--- src/rtl/softmax_backward_if.sv ---
// Handshake bundle for the softmax backward unit: y/dy vectors in, dx vector out.
// Element i of each vector sits at [i*DATA_WIDTH +: DATA_WIDTH].
interface softmax_backward_if #(
  parameter int DATA_WIDTH = 16,
  parameter int VEC_LEN    = 8
);
  logic [VEC_LEN*DATA_WIDTH-1:0] y_in;
  logic [VEC_LEN*DATA_WIDTH-1:0] dy_in;
  logic                          valid_in;
  logic                          ready_in;
  logic [VEC_LEN*DATA_WIDTH-1:0] dx_out;
  logic                          valid_out;
  logic                          ready_out;

  modport master (
    output y_in, dy_in, valid_in, ready_out,
    input  ready_in, dx_out, valid_out
  );

  modport slave (
    input  y_in, dy_in, valid_in, ready_out,
    output ready_in, dx_out, valid_out
  );
endinterface

--- src/rtl/softmax_backward_unit.sv ---
// Softmax backward pass dx_i = y_i * (dy_i - sum_j dy_j*y_j) for one vector,
// computed sequentially: a DOT phase then a SCALE phase, one element per cycle.
module softmax_backward_unit #(
  parameter int DATA_WIDTH = 16,
  parameter int VEC_LEN    = 8,
  parameter int FRAC_BITS  = 15
) (
  input  logic               clk,
  input  logic               rst_n,
  softmax_backward_if.slave  bus
);
  localparam int IDX_W  = (VEC_LEN > 1) ? $clog2(VEC_LEN) : 1;
  localparam int VEC_W  = VEC_LEN * DATA_WIDTH;
  localparam int TERM_W = 2 * DATA_WIDTH + 1;
  localparam int ACC_W  = TERM_W + $clog2(VEC_LEN);
  localparam int DIFF_W = ACC_W + 1;
  localparam int PROD_W = DIFF_W + DATA_WIDTH + 1;

  localparam logic [IDX_W-1:0] LAST_IDX = IDX_W'(VEC_LEN - 1);
  localparam logic signed [PROD_W-1:0] SAT_MAX =
    {{(PROD_W-DATA_WIDTH+1){1'b0}}, {(DATA_WIDTH-1){1'b1}}};
  localparam logic signed [PROD_W-1:0] SAT_MIN =
    {{(PROD_W-DATA_WIDTH+1){1'b1}}, {(DATA_WIDTH-1){1'b0}}};

  typedef enum logic [1:0] {IDLE, DOT, SCALE, OUTPUT} state_t;

  function automatic logic signed [DATA_WIDTH-1:0] scale_sat(
    input logic signed [PROD_W-1:0] prod
  );
    logic signed [PROD_W-1:0] shifted;
    shifted = prod >>> FRAC_BITS;
    if (shifted > SAT_MAX) return SAT_MAX[DATA_WIDTH-1:0];
    if (shifted < SAT_MIN) return SAT_MIN[DATA_WIDTH-1:0];
    return shifted[DATA_WIDTH-1:0];
  endfunction

  state_t                   state, next_state;
  logic [IDX_W-1:0]         idx;
  logic [VEC_W-1:0]         y_p0, dy_p0;
  logic signed [ACC_W-1:0]  acc_p1;
  logic [VEC_W-1:0]         dx_p2;
  logic                     last;

  logic [DATA_WIDTH-1:0]        y_cur;
  logic signed [DATA_WIDTH-1:0] dy_cur;
  logic signed [TERM_W-1:0]     dy_term, y_term, dot_term;
  logic signed [ACC_W-1:0]      dot_q;
  logic signed [DIFF_W-1:0]     diff;
  logic signed [PROD_W-1:0]     y_wide, diff_wide, prod;

  assign last   = (idx == LAST_IDX);
  assign y_cur  = y_p0[idx*DATA_WIDTH +: DATA_WIDTH];
  assign dy_cur = dy_p0[idx*DATA_WIDTH +: DATA_WIDTH];

  // DOT multiplier: signed gradient times zero-extended probability
  assign dy_term  = TERM_W'(dy_cur);
  assign y_term   = TERM_W'(y_cur);
  assign dot_term = dy_term * y_term;

  // SCALE multiplier: floor-shifted dot product, full-width difference
  assign dot_q     = acc_p1 >>> FRAC_BITS;
  assign diff      = DIFF_W'(dy_cur) - DIFF_W'(dot_q);
  assign y_wide    = PROD_W'(y_cur);
  assign diff_wide = PROD_W'(diff);
  assign prod      = y_wide * diff_wide;

  always_ff @(posedge clk or negedge rst_n) begin
    if (!rst_n) state <= IDLE;
    else        state <= next_state;
  end

  always_comb begin
    next_state = state;
    case (state)
      IDLE:    if (bus.valid_in)  next_state = DOT;
      DOT:     if (last)          next_state = SCALE;
      SCALE:   if (last)          next_state = OUTPUT;
      OUTPUT:  if (bus.ready_out) next_state = IDLE;
      default:                    next_state = IDLE;
    endcase
  end

  always_comb begin
    bus.ready_in  = (state == IDLE);
    bus.valid_out = (state == OUTPUT);
  end

  always_ff @(posedge clk or negedge rst_n) begin
    if (!rst_n) begin
      y_p0   <= '0;
      dy_p0  <= '0;
      acc_p1 <= '0;
      dx_p2  <= '0;
      idx    <= '0;
    end else begin
      case (state)
        IDLE: begin
          if (bus.valid_in) begin
            y_p0   <= bus.y_in;
            dy_p0  <= bus.dy_in;
            acc_p1 <= '0;
            idx    <= '0;
          end
        end
        // stage p1: accumulate dot product
        DOT: begin
          acc_p1 <= acc_p1 + ACC_W'(dot_term);
          idx    <= last ? '0 : idx + 1'b1;
        end
        // stage p2: scale and write one dx element
        SCALE: begin
          dx_p2[idx*DATA_WIDTH +: DATA_WIDTH] <= scale_sat(prod);
          idx <= last ? '0 : idx + 1'b1;
        end
        default: ;
      endcase
    end
  end

  assign bus.dx_out = dx_p2;
endmodule

--- src/flat_wrapper.sv ---
// flat-port wrapper written by rule: the top's interface ports become plain ports
module softmax_backward_unit_flat 
#(
  parameter int DATA_WIDTH = 16,
  parameter int VEC_LEN    = 8,
  parameter int FRAC_BITS  = 15
)
  (clk, rst_n, bus_y_in, bus_dy_in, bus_valid_in, bus_ready_out, bus_ready_in, bus_dx_out, bus_valid_out);
  softmax_backward_if #(.DATA_WIDTH(DATA_WIDTH), .VEC_LEN(VEC_LEN)) bus_i ();
  input  logic clk;
  input  logic rst_n;
  input wire logic [$bits(bus_i.y_in)-1:0] bus_y_in;
  input wire logic [$bits(bus_i.dy_in)-1:0] bus_dy_in;
  input wire logic [$bits(bus_i.valid_in)-1:0] bus_valid_in;
  input wire logic [$bits(bus_i.ready_out)-1:0] bus_ready_out;
  output wire logic [$bits(bus_i.ready_in)-1:0] bus_ready_in;
  output wire logic [$bits(bus_i.dx_out)-1:0] bus_dx_out;
  output wire logic [$bits(bus_i.valid_out)-1:0] bus_valid_out;
  assign bus_i.y_in = bus_y_in;
  assign bus_i.dy_in = bus_dy_in;
  assign bus_i.valid_in = bus_valid_in;
  assign bus_i.ready_out = bus_ready_out;
  assign bus_ready_in = bus_i.ready_in;
  assign bus_dx_out = bus_i.dx_out;
  assign bus_valid_out = bus_i.valid_out;
  softmax_backward_unit #(.DATA_WIDTH(DATA_WIDTH), .VEC_LEN(VEC_LEN), .FRAC_BITS(FRAC_BITS)) u_core (.clk(clk), .rst_n(rst_n), .bus(bus_i));
endmodule
--- config.mk ---
export PLATFORM = sky130hd
export DESIGN_NAME = softmax_backward_unit_flat
export DESIGN_NICKNAME = d
export VERILOG_FILES = /design/src/rtl/softmax_backward_if.sv /design/src/rtl/softmax_backward_unit.sv /design/src/flat_wrapper.sv
export SDC_FILE = /design/constraint.sdc
export NUM_CORES = 2
export LEC_CHECK = 0
export BUFFER_PORTS_ARGS = -buffer_cell sky130_fd_sc_hd__buf_2
export CAP_MARGIN = 20
export CELL_PAD_IN_SITES_DETAIL_PLACEMENT = 0
export CELL_PAD_IN_SITES_GLOBAL_PLACEMENT = 1
export CORE_UTILIZATION = 52
export DETAILED_ROUTE_END_ITERATION = 8
export MAX_ROUTING_LAYER = met4
export PLACE_DENSITY = 0.84
export RECOVER_POWER = 25
export SETUP_SLACK_MARGIN = 0.4
export SLEW_MARGIN = 20
export SYNTH_ARGS = -nofsm -noshare
export SYNTH_HDL_FRONTEND = slang
export SYNTH_SLANG_ARGS = --single-unit
--- constraint.sdc ---
create_clock -name clk -period 32.3 [get_ports clk]
set_input_delay 3.23 -clock clk [delete_from_list [all_inputs] [get_ports clk]]
set_output_delay 3.23 -clock clk [all_outputs]
set_load 0.005 [all_outputs]
==> metrics.csv <==
metric,value,unit
global-route wire length before repair,178,mm
CTS sink count,425,
outcome,"finished, violations left",
io pins,390,
Die H,282,um
sequential area share after synthesis,26.0,%
Cell Rows,102,
Die X-Extent,282,um
Routed Antenna Nets,0,
met3 routed WL,9.56,mm
post-CTS setup buffers,0,
number of global-route vias before repair,31400,
DR top layer,met4,
routability cong.,0.914,
"Reg clk slew, reported paths",0.06,ns
failing checks,"capacitance limit, slew limit",
routed length on met2,53.7,mm
CTS tree,done,
"slowest stage delay, CP",0.80,ns
Tot GR Track Use,30.5,%
Clk Tree Root Cell,clkbuf_16,
Placement Cell Area,0.0439,mm2
"Avg Cell Area, Syn",10.2,um2
most used cell along the critical path,fa_1,
Netlist cell types,74,
DRT Pass-1 Iters,5,
core footprint,0.0776,mm2
Synth Flop Type,dfrtp_1,
NumNets Final,5423,
DR DRC count,0,
vias per inst,5.44,
DP Wirelength,87.2,mm
initial detailed-routing violation count,2060,
crit share post-route,42.0,%
post-synth top area share,27.9,%
worst path bufs/invs,4,
via count,29600,
worst-path maximum fanout,42,
slew of the pin with the lowest slew margin,5.18,ns
Required @ worst endpoint,32.72,ns
antenna violations before repair,27,
Syn Inst Count,4009,
Area growth syn-to-layout,11.3,%
design area,0.0454,mm2
Metal-1 WL,46.6,mm
"Async S/R FF share, synth",100,%
type of element launching the critical path,flip-flop,
final core occ,58.6,%
H-tree Lvls,2,
"CP delay by family, top",compound AO/OA/AOI/OAI gates,
Synthesized Nets,5094,
CTS Buffer Depth,3,
gr ovfl total,0,
critical path capture point type,flip-flop,
Post-synth EDFFs,0,
Setup CP Type,reg2reg,
Worst Skew,0.0529,ns
Hold WC Path Type,reg2reg,
RSZ-0062 raised after global routing,false,
average wire per standard cell,20.9,um
"Slew Viols, Final",259,
setup violators final,0,
crit path DAT,13.98,ns
Fin. Hold Viols,0,
cts hold-fix bufs,0,
Yosys warnings,0,
TNS Setup,0,ns
Starting Density,52.6,%
minimum clock period,13.57,ns
layout cell share with drive strength beyond 1,20.2,%
post-synthesis register bit count,425,
Max Clk Rate,0.0737,GHz
"top cells by area, synth","fa_1, dfrtp_1, ha_1",
mapped cell area,0.0408,mm2
"Clk Latency, worst-skew pair",0.60,ns
post-CTS sizing,0,
CTS buffer count,42,
filler cell count,6825,
Total Routed Length,114,mm
Max Cap Viol,4,
Rel. slew slack,-245,%
largest net degree at the start of global routing,100,
port bufs,389,
largest area contributor in the netlist,fa_1,
Worst path slowest cell,dfrtp_4,
die area,0.0796,mm2
==> synth_stat cells, drive strengths merged, types with 4 or more instances <==
cell	count
a211oi	6
a21o	38
a21oi	117
a22o	15
a31oi	9
and2	29
and3	10
buf	24
clkbuf	148
dfrtp	425
fa	568
ha	257
inv	725
maj3	5
mux2	262
mux2i	5
mux4	64
nand2	622
nand2b	12
nand3	20
nand3b	4
nand4	15
nor2	229
nor2b	17
nor3	9
nor3b	6
nor4	4
o21a	13
o21ai	175
o21bai	7
o221ai	4
o41ai	4
or2	12
or3	5
xnor2	70
xor2	37
==> layout make-up <==
cell class	instances	area [um2]	area share, %
repair buffers	457	2440	5.37
clock buffers	59	1170	2.59
well taps	1040	1300	2.86
diodes	30	75.1	0.165
multi-input cells	2684	26800	59.0
clock inverters	16	268	0.589
flip-flops and latches	425	10600	23.4
inverters	728	2730	6.01
==> cell usage in the layout, fill, tap and decap left out, drive strengths merged, types with 7 or more instances in the layout <==
cell / synthesis / routed
ha: 257 / 257
nand2: 622 / 622
clkbuf: 148 / 66
o21bai: 7 / 7
mux2: 262 / 262
clkinv: 3 / 12
a21oi: 117 / 117
fa: 568 / 568
and3: 10 / 10
diode: 0 / 30
nand2b: 12 / 12
a31oi: 9 / 9
a22o: 15 / 15
nand4: 15 / 15
nor3: 9 / 9
a21o: 38 / 38
or2: 12 / 12
inv: 725 / 728
o21ai: 175 / 175
nand3: 20 / 20
o21a: 13 / 13
nor2b: 17 / 17
nor2: 229 / 229
xor2: 37 / 37
xnor2: 70 / 70
mux4: 64 / 64
dfrtp: 425 / 425
buf: 24 / 450
and2: 29 / 29
==> worst min-delay path, stage by stage, from the launching register on <==
cell and delay [ns]:
dfrtp_1 0.34, nand2_1 0.04, o21ai_0 0.06
==> per-stage QoR <==
step / hold slack [ns] / worst slack, ns / std cells
after floorplan: 0.443 / 21.11 / 4009
after global placement: 0.456 / 19.22 / 5333
after detailed placement: 0.465 / 18.82 / 5333
after CTS: 0.479 / 18.78 / 5408
after global routing: 0.496 / 17.78 / 5437
final: 0.475 / 18.73 / 5439
==> state kept, by name, indices dropped and copies added, names as in the netlist <==
register,count
u_core.idx,3
u_core.dy_p0,128
u_core.state,2
u_core.bus.dx_out,128
u_core.acc_p1,36
u_core.y_p0,128
==> kinds of logic (layout without fill, tap and decap cells) <==
group | Yosys count | after routing | synth area share [%]
DFF | 425 | 425 | 26.0
buffers and inverters | 900 | 1260 | 8.35
and+or+nand+nor | 996 | 996 | 10.0
xor gates and xnor gates | 107 | 107 | 2.30
AOI/OAI and AO/OA | 420 | 420 | 6.56
other | 0 | 30 | 0
adders and majority gates | 830 | 830 | 35.8
muxes | 331 | 331 | 10.9
==> metal layers <==
metal	up-vias	track usage (%)
li1	13300	-
met1	15000	39.4
met2	1075	47.8
met3	214	6.73
met4	0	10.2
met5	-	-
==> final timing paths <==
path / start / to / slack [ns] / cells after the start
worst max-delay path: u_core.idx[0] / u_core.bus.dx_out[69] / 18.73 / 37
worst min-delay path: u_core.bus.dx_out[112] / u_core.bus.dx_out[112] / 0.48 / 2
worst max register to register: u_core.idx[0] / u_core.bus.dx_out[69] / 18.73 / 37
worst min register to register: u_core.bus.dx_out[112] / u_core.bus.dx_out[112] / 0.48 / 2
max in group asynchronous: rst_n / u_core.y_p0[110] / 21.65 / 4
min in group asynchronous: rst_n / u_core.bus.dx_out[90] / 4.53 / 1
Power is not shown: default switching activity piles up to over one toggle a cycle in this logic, so the estimate is an artifact.
